`src/rtl/bus_pkg.sv`:
```
// bus_pkg: shared bus widths, slave select codes and the arbiter state type.
package bus_pkg;
  localparam int BUS_ADDR_W = 16;
  localparam int BUS_DATA_W = 256;
  localparam logic [3:0] MainMemEn    = 4'd0;
  localparam logic [3:0] RegisterEn   = 4'd1;
  localparam logic [3:0] InstrMemEn   = 4'd2;
  localparam logic [3:0] MatrixAluEn  = 4'd3;
  localparam logic [3:0] IntegerAluEn = 4'd4;
  localparam logic [3:0] ExecuteEn    = 4'd5;
  typedef enum logic [1:0] {IDLE, OWNED, TURN} arb_state_t;
endpackage

```
`src/rtl/bus_arbiter_if.sv`:
```
// bus_arbiter_if: per-master request/transfer signals and the shared bus outputs.
interface bus_arbiter_if import bus_pkg::*; #(
  parameter int NUM_MASTERS = 2,
  parameter int ADDR_W = BUS_ADDR_W,
  parameter int DATA_W = BUS_DATA_W,
  parameter int NUM_SLAVES = 6
);
  logic [NUM_MASTERS-1:0] Req;
  logic [NUM_MASTERS-1:0] Gnt;
  logic [NUM_MASTERS-1:0][ADDR_W-1:0] MAddr;
  logic [NUM_MASTERS-1:0] MnRead;
  logic [NUM_MASTERS-1:0] MnWrite;
  logic [NUM_MASTERS-1:0][DATA_W-1:0] MData;
  logic [ADDR_W-1:0] BusAddr;
  logic BusnRead;
  logic BusnWrite;
  logic [DATA_W-1:0] BusData;
  logic [NUM_SLAVES-1:0] SlaveEn;
  logic DecodeErr;
  logic Timeout;
  modport master (
    output Req, MAddr, MnRead, MnWrite, MData,
    input Gnt, BusAddr, BusnRead, BusnWrite, BusData, SlaveEn, DecodeErr, Timeout
  );
  modport slave (
    input Req, MAddr, MnRead, MnWrite, MData,
    output Gnt, BusAddr, BusnRead, BusnWrite, BusData, SlaveEn, DecodeErr, Timeout
  );
endinterface

```
`src/rtl/bus_arbiter_rr_picker.sv`:
```
// rr_picker: combinational round-robin pick, first requester at or above ptr, wrapping.
module rr_picker #(
  parameter int N = 2,
  parameter int W = 1
) (
  input  logic [N-1:0] req,
  input  logic [W-1:0] ptr,
  output logic [N-1:0] gnt,
  output logic [W-1:0] idx,
  output logic         any
);
  logic [W-1:0] j;
  // Scan from the far end back toward ptr so the closest requester is written last.
  always_comb begin
    gnt = '0;
    idx = '0;
    any = 1'b0;
    j = '0;
    for (int i = N - 1; i >= 0; i--) begin
      j = W'((int'(ptr) + i) % N);
      if (req[j]) begin
        gnt = '0;
        gnt[j] = 1'b1;
        idx = j;
        any = 1'b1;
      end
    end
  end
endmodule

```
`src/rtl/bus_arbiter.sv`:
```
// bus_arbiter: round-robin bus arbiter with owner mux and slave select decode.
// Define BUS_ARB_TIMEOUT_EN to evict an owner after MAX_HOLD consecutive cycles.
module bus_arbiter import bus_pkg::*; #(
  parameter int NUM_MASTERS = 2,
  parameter int ADDR_W = BUS_ADDR_W,
  parameter int DATA_W = BUS_DATA_W,
  parameter int NUM_SLAVES = 6,
  parameter int MAX_HOLD = 64
) (
  input logic Clk,
  input logic nReset,
  bus_arbiter_if.slave bus
);
  localparam int IW = $clog2(NUM_MASTERS);
  arb_state_t state, state_n;
  logic [IW-1:0] owner, owner_n, ptr, ptr_n, pick_idx;
  logic [NUM_MASTERS-1:0] gnt, gnt_n, pick_gnt;
  logic pick_any, own, expire, tmo, tmo_n;
  logic [3:0] sel;

  if (NUM_MASTERS < 2 || NUM_MASTERS > 4 || ADDR_W < 4 || DATA_W < 1 ||
      NUM_SLAVES < 1 || NUM_SLAVES > 16 || MAX_HOLD < 2) begin : g_bad_params
    $error("bus_arbiter: parameter out of range");
  end

  rr_picker #(.N(NUM_MASTERS), .W(IW)) u_pick (
    .req(bus.Req),
    .ptr(ptr),
    .gnt(pick_gnt),
    .idx(pick_idx),
    .any(pick_any)
  );

`ifdef BUS_ARB_TIMEOUT_EN
  localparam int HW = $clog2(MAX_HOLD);
  logic [HW-1:0] hold;
  assign expire = hold == HW'(MAX_HOLD - 1);
  // Zero outside OWNED, so every new ownership starts counting from zero.
  always_ff @(posedge Clk or negedge nReset)
    if (!nReset) hold <= '0;
    else hold <= (state == OWNED) ? hold + 1'b1 : '0;
`else
  assign expire = 1'b0;
`endif

  always_comb begin
    state_n = state;
    owner_n = owner;
    ptr_n = ptr;
    gnt_n = gnt;
    tmo_n = 1'b0;
    if (state == OWNED) begin
      if (!bus.Req[owner] || expire) begin
        state_n = TURN;
        gnt_n = '0;
        ptr_n = (owner == IW'(NUM_MASTERS - 1)) ? '0 : owner + 1'b1;
        tmo_n = bus.Req[owner];
      end
    end else begin
      state_n = pick_any ? OWNED : IDLE;
      owner_n = pick_any ? pick_idx : owner;
      gnt_n = pick_gnt;
    end
  end

  always_ff @(posedge Clk or negedge nReset)
    if (!nReset) begin
      state <= IDLE;
      owner <= '0;
      ptr <= '0;
      gnt <= '0;
      tmo <= 1'b0;
    end else begin
      state <= state_n;
      owner <= owner_n;
      ptr <= ptr_n;
      gnt <= gnt_n;
      tmo <= tmo_n;
    end

  assign own = state == OWNED;
  assign bus.Gnt = gnt;
  assign bus.Timeout = tmo;
  assign bus.BusAddr = own ? bus.MAddr[owner] : '0;
  assign bus.BusnRead = own ? bus.MnRead[owner] : 1'b1;
  assign bus.BusnWrite = own ? bus.MnWrite[owner] : 1'b1;
  assign bus.BusData = own ? bus.MData[owner] : '0;
  assign sel = bus.BusAddr[ADDR_W-1 -: 4];
  assign bus.DecodeErr = own && (int'(sel) >= NUM_SLAVES);
  assign bus.SlaveEn = (own && !bus.DecodeErr) ? NUM_SLAVES'(1) << sel : '0;
endmodule

```
`src/flat_wrapper.sv`:
```
// flat-port wrapper written by rule: the top's interface ports become plain ports
module bus_arbiter_flat import bus_pkg::*;
#(
  parameter int NUM_MASTERS = 2,
  parameter int ADDR_W = BUS_ADDR_W,
  parameter int DATA_W = BUS_DATA_W,
  parameter int NUM_SLAVES = 6,
  parameter int MAX_HOLD = 64
)
  (Clk, nReset, bus_Req, bus_MAddr, bus_MnRead, bus_MnWrite, bus_MData, bus_Gnt, bus_BusAddr, bus_BusnRead, bus_BusnWrite, bus_BusData, bus_SlaveEn, bus_DecodeErr, bus_Timeout);
  bus_arbiter_if #(.NUM_MASTERS(NUM_MASTERS), .ADDR_W(ADDR_W), .DATA_W(DATA_W), .NUM_SLAVES(NUM_SLAVES)) bus_i ();
  input logic Clk;
  input logic nReset;
  input wire logic [$bits(bus_i.Req)-1:0] bus_Req;
  input wire logic [$bits(bus_i.MAddr)-1:0] bus_MAddr;
  input wire logic [$bits(bus_i.MnRead)-1:0] bus_MnRead;
  input wire logic [$bits(bus_i.MnWrite)-1:0] bus_MnWrite;
  input wire logic [$bits(bus_i.MData)-1:0] bus_MData;
  output wire logic [$bits(bus_i.Gnt)-1:0] bus_Gnt;
  output wire logic [$bits(bus_i.BusAddr)-1:0] bus_BusAddr;
  output wire logic [$bits(bus_i.BusnRead)-1:0] bus_BusnRead;
  output wire logic [$bits(bus_i.BusnWrite)-1:0] bus_BusnWrite;
  output wire logic [$bits(bus_i.BusData)-1:0] bus_BusData;
  output wire logic [$bits(bus_i.SlaveEn)-1:0] bus_SlaveEn;
  output wire logic [$bits(bus_i.DecodeErr)-1:0] bus_DecodeErr;
  output wire logic [$bits(bus_i.Timeout)-1:0] bus_Timeout;
  assign bus_i.Req = bus_Req;
  assign bus_i.MAddr = bus_MAddr;
  assign bus_i.MnRead = bus_MnRead;
  assign bus_i.MnWrite = bus_MnWrite;
  assign bus_i.MData = bus_MData;
  assign bus_Gnt = bus_i.Gnt;
  assign bus_BusAddr = bus_i.BusAddr;
  assign bus_BusnRead = bus_i.BusnRead;
  assign bus_BusnWrite = bus_i.BusnWrite;
  assign bus_BusData = bus_i.BusData;
  assign bus_SlaveEn = bus_i.SlaveEn;
  assign bus_DecodeErr = bus_i.DecodeErr;
  assign bus_Timeout = bus_i.Timeout;
  bus_arbiter #(.NUM_MASTERS(NUM_MASTERS), .ADDR_W(ADDR_W), .DATA_W(DATA_W), .NUM_SLAVES(NUM_SLAVES), .MAX_HOLD(MAX_HOLD)) u_core (.Clk(Clk), .nReset(nReset), .bus(bus_i));
endmodule
```
`config.mk`:
```
export PLATFORM = sky130hd
export DESIGN_NAME = bus_arbiter_flat
export DESIGN_NICKNAME = d
export VERILOG_FILES = /design/src/rtl/bus_pkg.sv /design/src/rtl/bus_arbiter_if.sv /design/src/rtl/bus_arbiter_rr_picker.sv /design/src/rtl/bus_arbiter.sv /design/src/flat_wrapper.sv
export SDC_FILE = /design/constraint.sdc
export NUM_CORES = 1
export LEC_CHECK = 0
export BUFFER_PORTS_ARGS = -buffer_cell sky130_fd_sc_hd__buf_2
export CORE_AREA = 5 5 327 329
export CTS_CLUSTER_DIAMETER = 40
export DETAILED_ROUTE_END_ITERATION = 10
export DIE_AREA = 0 0 332 334
export PLACE_DENSITY = 0.32
export SLEW_MARGIN = 20
export SYNTH_ARGS = -nofsm -noshare
export SYNTH_HDL_FRONTEND = slang
export SYNTH_SLANG_ARGS = --single-unit
```
`constraint.sdc`:
```
create_clock -name Clk -period 3.9 [get_ports Clk]
set_input_delay 0.78 -clock Clk [delete_from_list [all_inputs] [get_ports Clk]]
set_output_delay 0.78 -clock Clk [all_outputs]
set_load 0.02 [all_outputs]
```
==> metrics.txt <==
sequential share of power=about 2.6%; distinct cell type count of the synthesized netlist=28; final non-filler cell area=about 10000 um^2; dpl cell area=approximately 10000 um^2; Worst Setup SP=u_core.owner; ANT nets after route=0; largest net degree at the start of global routing=87; first-pass GRT wire length=~76 mm; number of synthesis warnings=0; CTS tree=yes; # port buffers=approximately 830; Core Region=slightly above 100000 um^2; Hold Buf Count CTS=0; Total Nets Final=about 2000; Mean Syn Cell Area=around 7 um^2; worst-path fanout max=between 80 and 90; initial antenna violation count=86; vias in the first global route=roughly 8000; Hold Crit Class=input port to asynchronous set/reset pin; CP peak stage delay=just over 0.7 ns; post-cts resize count=0; router iterations before antenna repair=4; WP data required=3.12 ns; vias per inst=2.85; worst slack at placement=~0.86 ns; # rows=~120; Combinational Power Share=94.9%; sw frac=roughly 62%; Setup TNS=0 ns; Vias=slightly above 8000; Clock Skew=roughly 0.005 ns; Die Area=111000 um^2; slew margin rel.=between 40% and 50%; critical path's slowest cell=dfrtp_4; layout cell share with drive strength beyond 1=between 60% and 70%; Leak Pwr=around 6.1 nW; Multi-input gate area=3980 um^2; Area contributors post-synth=mux2i_1 (59%), nor2_1 (22%), buf_6 (7.0%), dfrtp_1 (3.2%), buf_2 (3.0%); Skew-Pair Late Insertion Delay=roughly 0.23 ns; Post-synth EDFFs=0; crit path time final=between 3 and 4 ns; H-Tree Depth=1; Crit. End Element=output pin; IO Pins=approximately 840; Initial Util=4.50%; Psw=~4.2 mW; clock-pin slew on the worst setup and hold paths=0.04 ns; HPWL after DPL=55.5 mm; Final Max Tran Viols=0; crit path kind=flop to output pin; fraction of registers with async set/reset=between 90% and 100%; total track usage=9.98%; Post-CTS Setup Bufs=0; Synth Cell Area=~4600 um^2; Post-Syn Nets=between 1000 and 1500; Num CTS Buffers=3; Clock power frac=approximately 2.5%; Data arrival, critical path=roughly 2.4 ns; r2r startpoint=u_core.owner; final WL=between 50 and 60 mm; width of the die=roughly 330 um; Wirelength per Cell=21.1 um; Yosys reg bits=6; post-synth top area cell=mux2i_1; post-synth top area share=between 50% and 60%; Fillers=~12000; CP Launch Type=flop; Worst Slack Setup Final=approximately 0.71 ns; status=complete, no violations; RePlAce Congestion=between 0.8 and 0.9; sequential element share of the synthesized area=3.23%; Worst Max-Slew Pin Slew=0.892 ns; Period Utilization, post-route=about four fifths; DRC viols=0; PD cells=approximately 640 nW/um^2; Max Freq=313 MHz; Die Y=~330 um; Final Hold Fails=0; internal power=roughly 2.5 mW; most common library cells after synthesis=mux2i_1 (272), nor2_1 (271), buf_6 (29); critical path, cell by cell=buf_12, mux2i_1, nor2_1, buf_2; Setup violations, final=0; Max-Cap Viols=0; VDD IR-drop max=around 330 uV; DRT iter0 DRCs=318; RSZ-0062 raised after global routing=no; Syn Inst Count=about 650; clock buffer depth=2; most frequent cell after synthesis=mux2i_1; clk root buf=clkbuf_16; total grt overflow=0; Clock Sinks=6; register area=around 150 um^2; main flop type after synthesis=dfrtp_1; area delta synth->final=124%
-- metal layers --
metal  vias up  track usage, %  wire (um)
met4        10           0.216        915
met5         -               0         68
met3       138            2.91       5510
met2       626            17.1      27600
li1       3795               -          -
met1      3487            13.2      25700
-- cell type report --
| class | instances | share of cell area (%) |
|---|---|---|
| repair buffers | 855 | 42.7 |
| multi-input cells | 575 | 38.2 |
| well taps | 1380 | 16.6 |
| flip-flops and latches | 6 | 1.48 |
| clock buffers | 4 | 0.757 |
| diodes | 7 | 0.168 |
| inverters | 4 | 0.144 |
-- through the flow --
step / instances / hold slack (ns) / power, mW / utilization (%)
floorplan: 649 / 0.484 / 4.50 / -
global placement: 2820 / 0.506 / 6.70 / 10.0
detailed placement: 2820 / 0.492 / 6.64 / 10.0
CTS: 2824 / 0.382 / 6.83 / 10.1
global route: 2825 / 0.395 / 7.23 / 10.1
finish: 2831 / 0.383 / 6.72 / 10.1
-- sequential cells by signal, indices dropped and copies added (netlist names) --
signal,flops
u_core.ptr,1
u_core.owner,1
u_core.state,2
u_core.bus.Gnt,2
-- layout by cell type, fill, tap and decap left out, types with 2 or more instances in the layout --
| cell | instances |
|---|---|
| buf_2 | 834 |
| mux2i_1 | 272 |
| nor2_1 | 271 |
| buf_4 | 12 |
| buf_12 | 9 |
| diode_2 | 7 |
| o21ai_0 | 7 |
| dfrtp_1 | 5 |
| a21oi_1 | 3 |
| nor3_1 | 3 |
| nand2_1 | 3 |
| clkbuf_16 | 3 |
| nand2b_4 | 2 |
| inv_1 | 2 |
| inv_2 | 2 |
| nor4_2 | 2 |
-- final timing paths --
path | cells past startpoint | end | slack [ns]
min in group Clk | 2 | u_core.bus.Gnt[1] | 0.52
max in group asynchronous | 1 | u_core.owner | 3.35
worst max-delay path | 4 | bus_BusData[162] | 0.71
worst min-delay path | 1 | u_core.state[0] | 0.38
worst min register to register | 2 | u_core.bus.Gnt[1] | 0.52
worst max register to register | 3 | u_core.bus.Gnt[0] | 1.94
-- power by group through the flow --
| stage | clock, mW | combinational [mW] | sequential [mW] |
|---|---|---|---|
| floorplan | 0 | 4.40 | 0.110 |
| global placement | 0 | 6.52 | 0.180 |
| detailed placement | 0 | 6.46 | 0.181 |
| CTS | 0.172 | 6.48 | 0.181 |
| global route | 0.177 | 6.86 | 0.185 |
| finish | 0.169 | 6.38 | 0.173 |
-- cells by family after synthesis --
group                  share of synthesized area [%]
AO/OA/AOI/OAI                                   1.59
buffers and inverters                           11.2
other                                         0.0808
multiplexers                                    59.5
AND/OR/NAND/NOR                                 24.4
flip-flops                                      3.23
-- critical path, delay by kind of cell (launching register included) --
kind,cells,cell delay (ns)
buf+inv,2,0.65
flops,1,0.71
simple gates,1,0.35
mux,1,0.17
No activity file was read; power rests on OpenSTA's default activity.
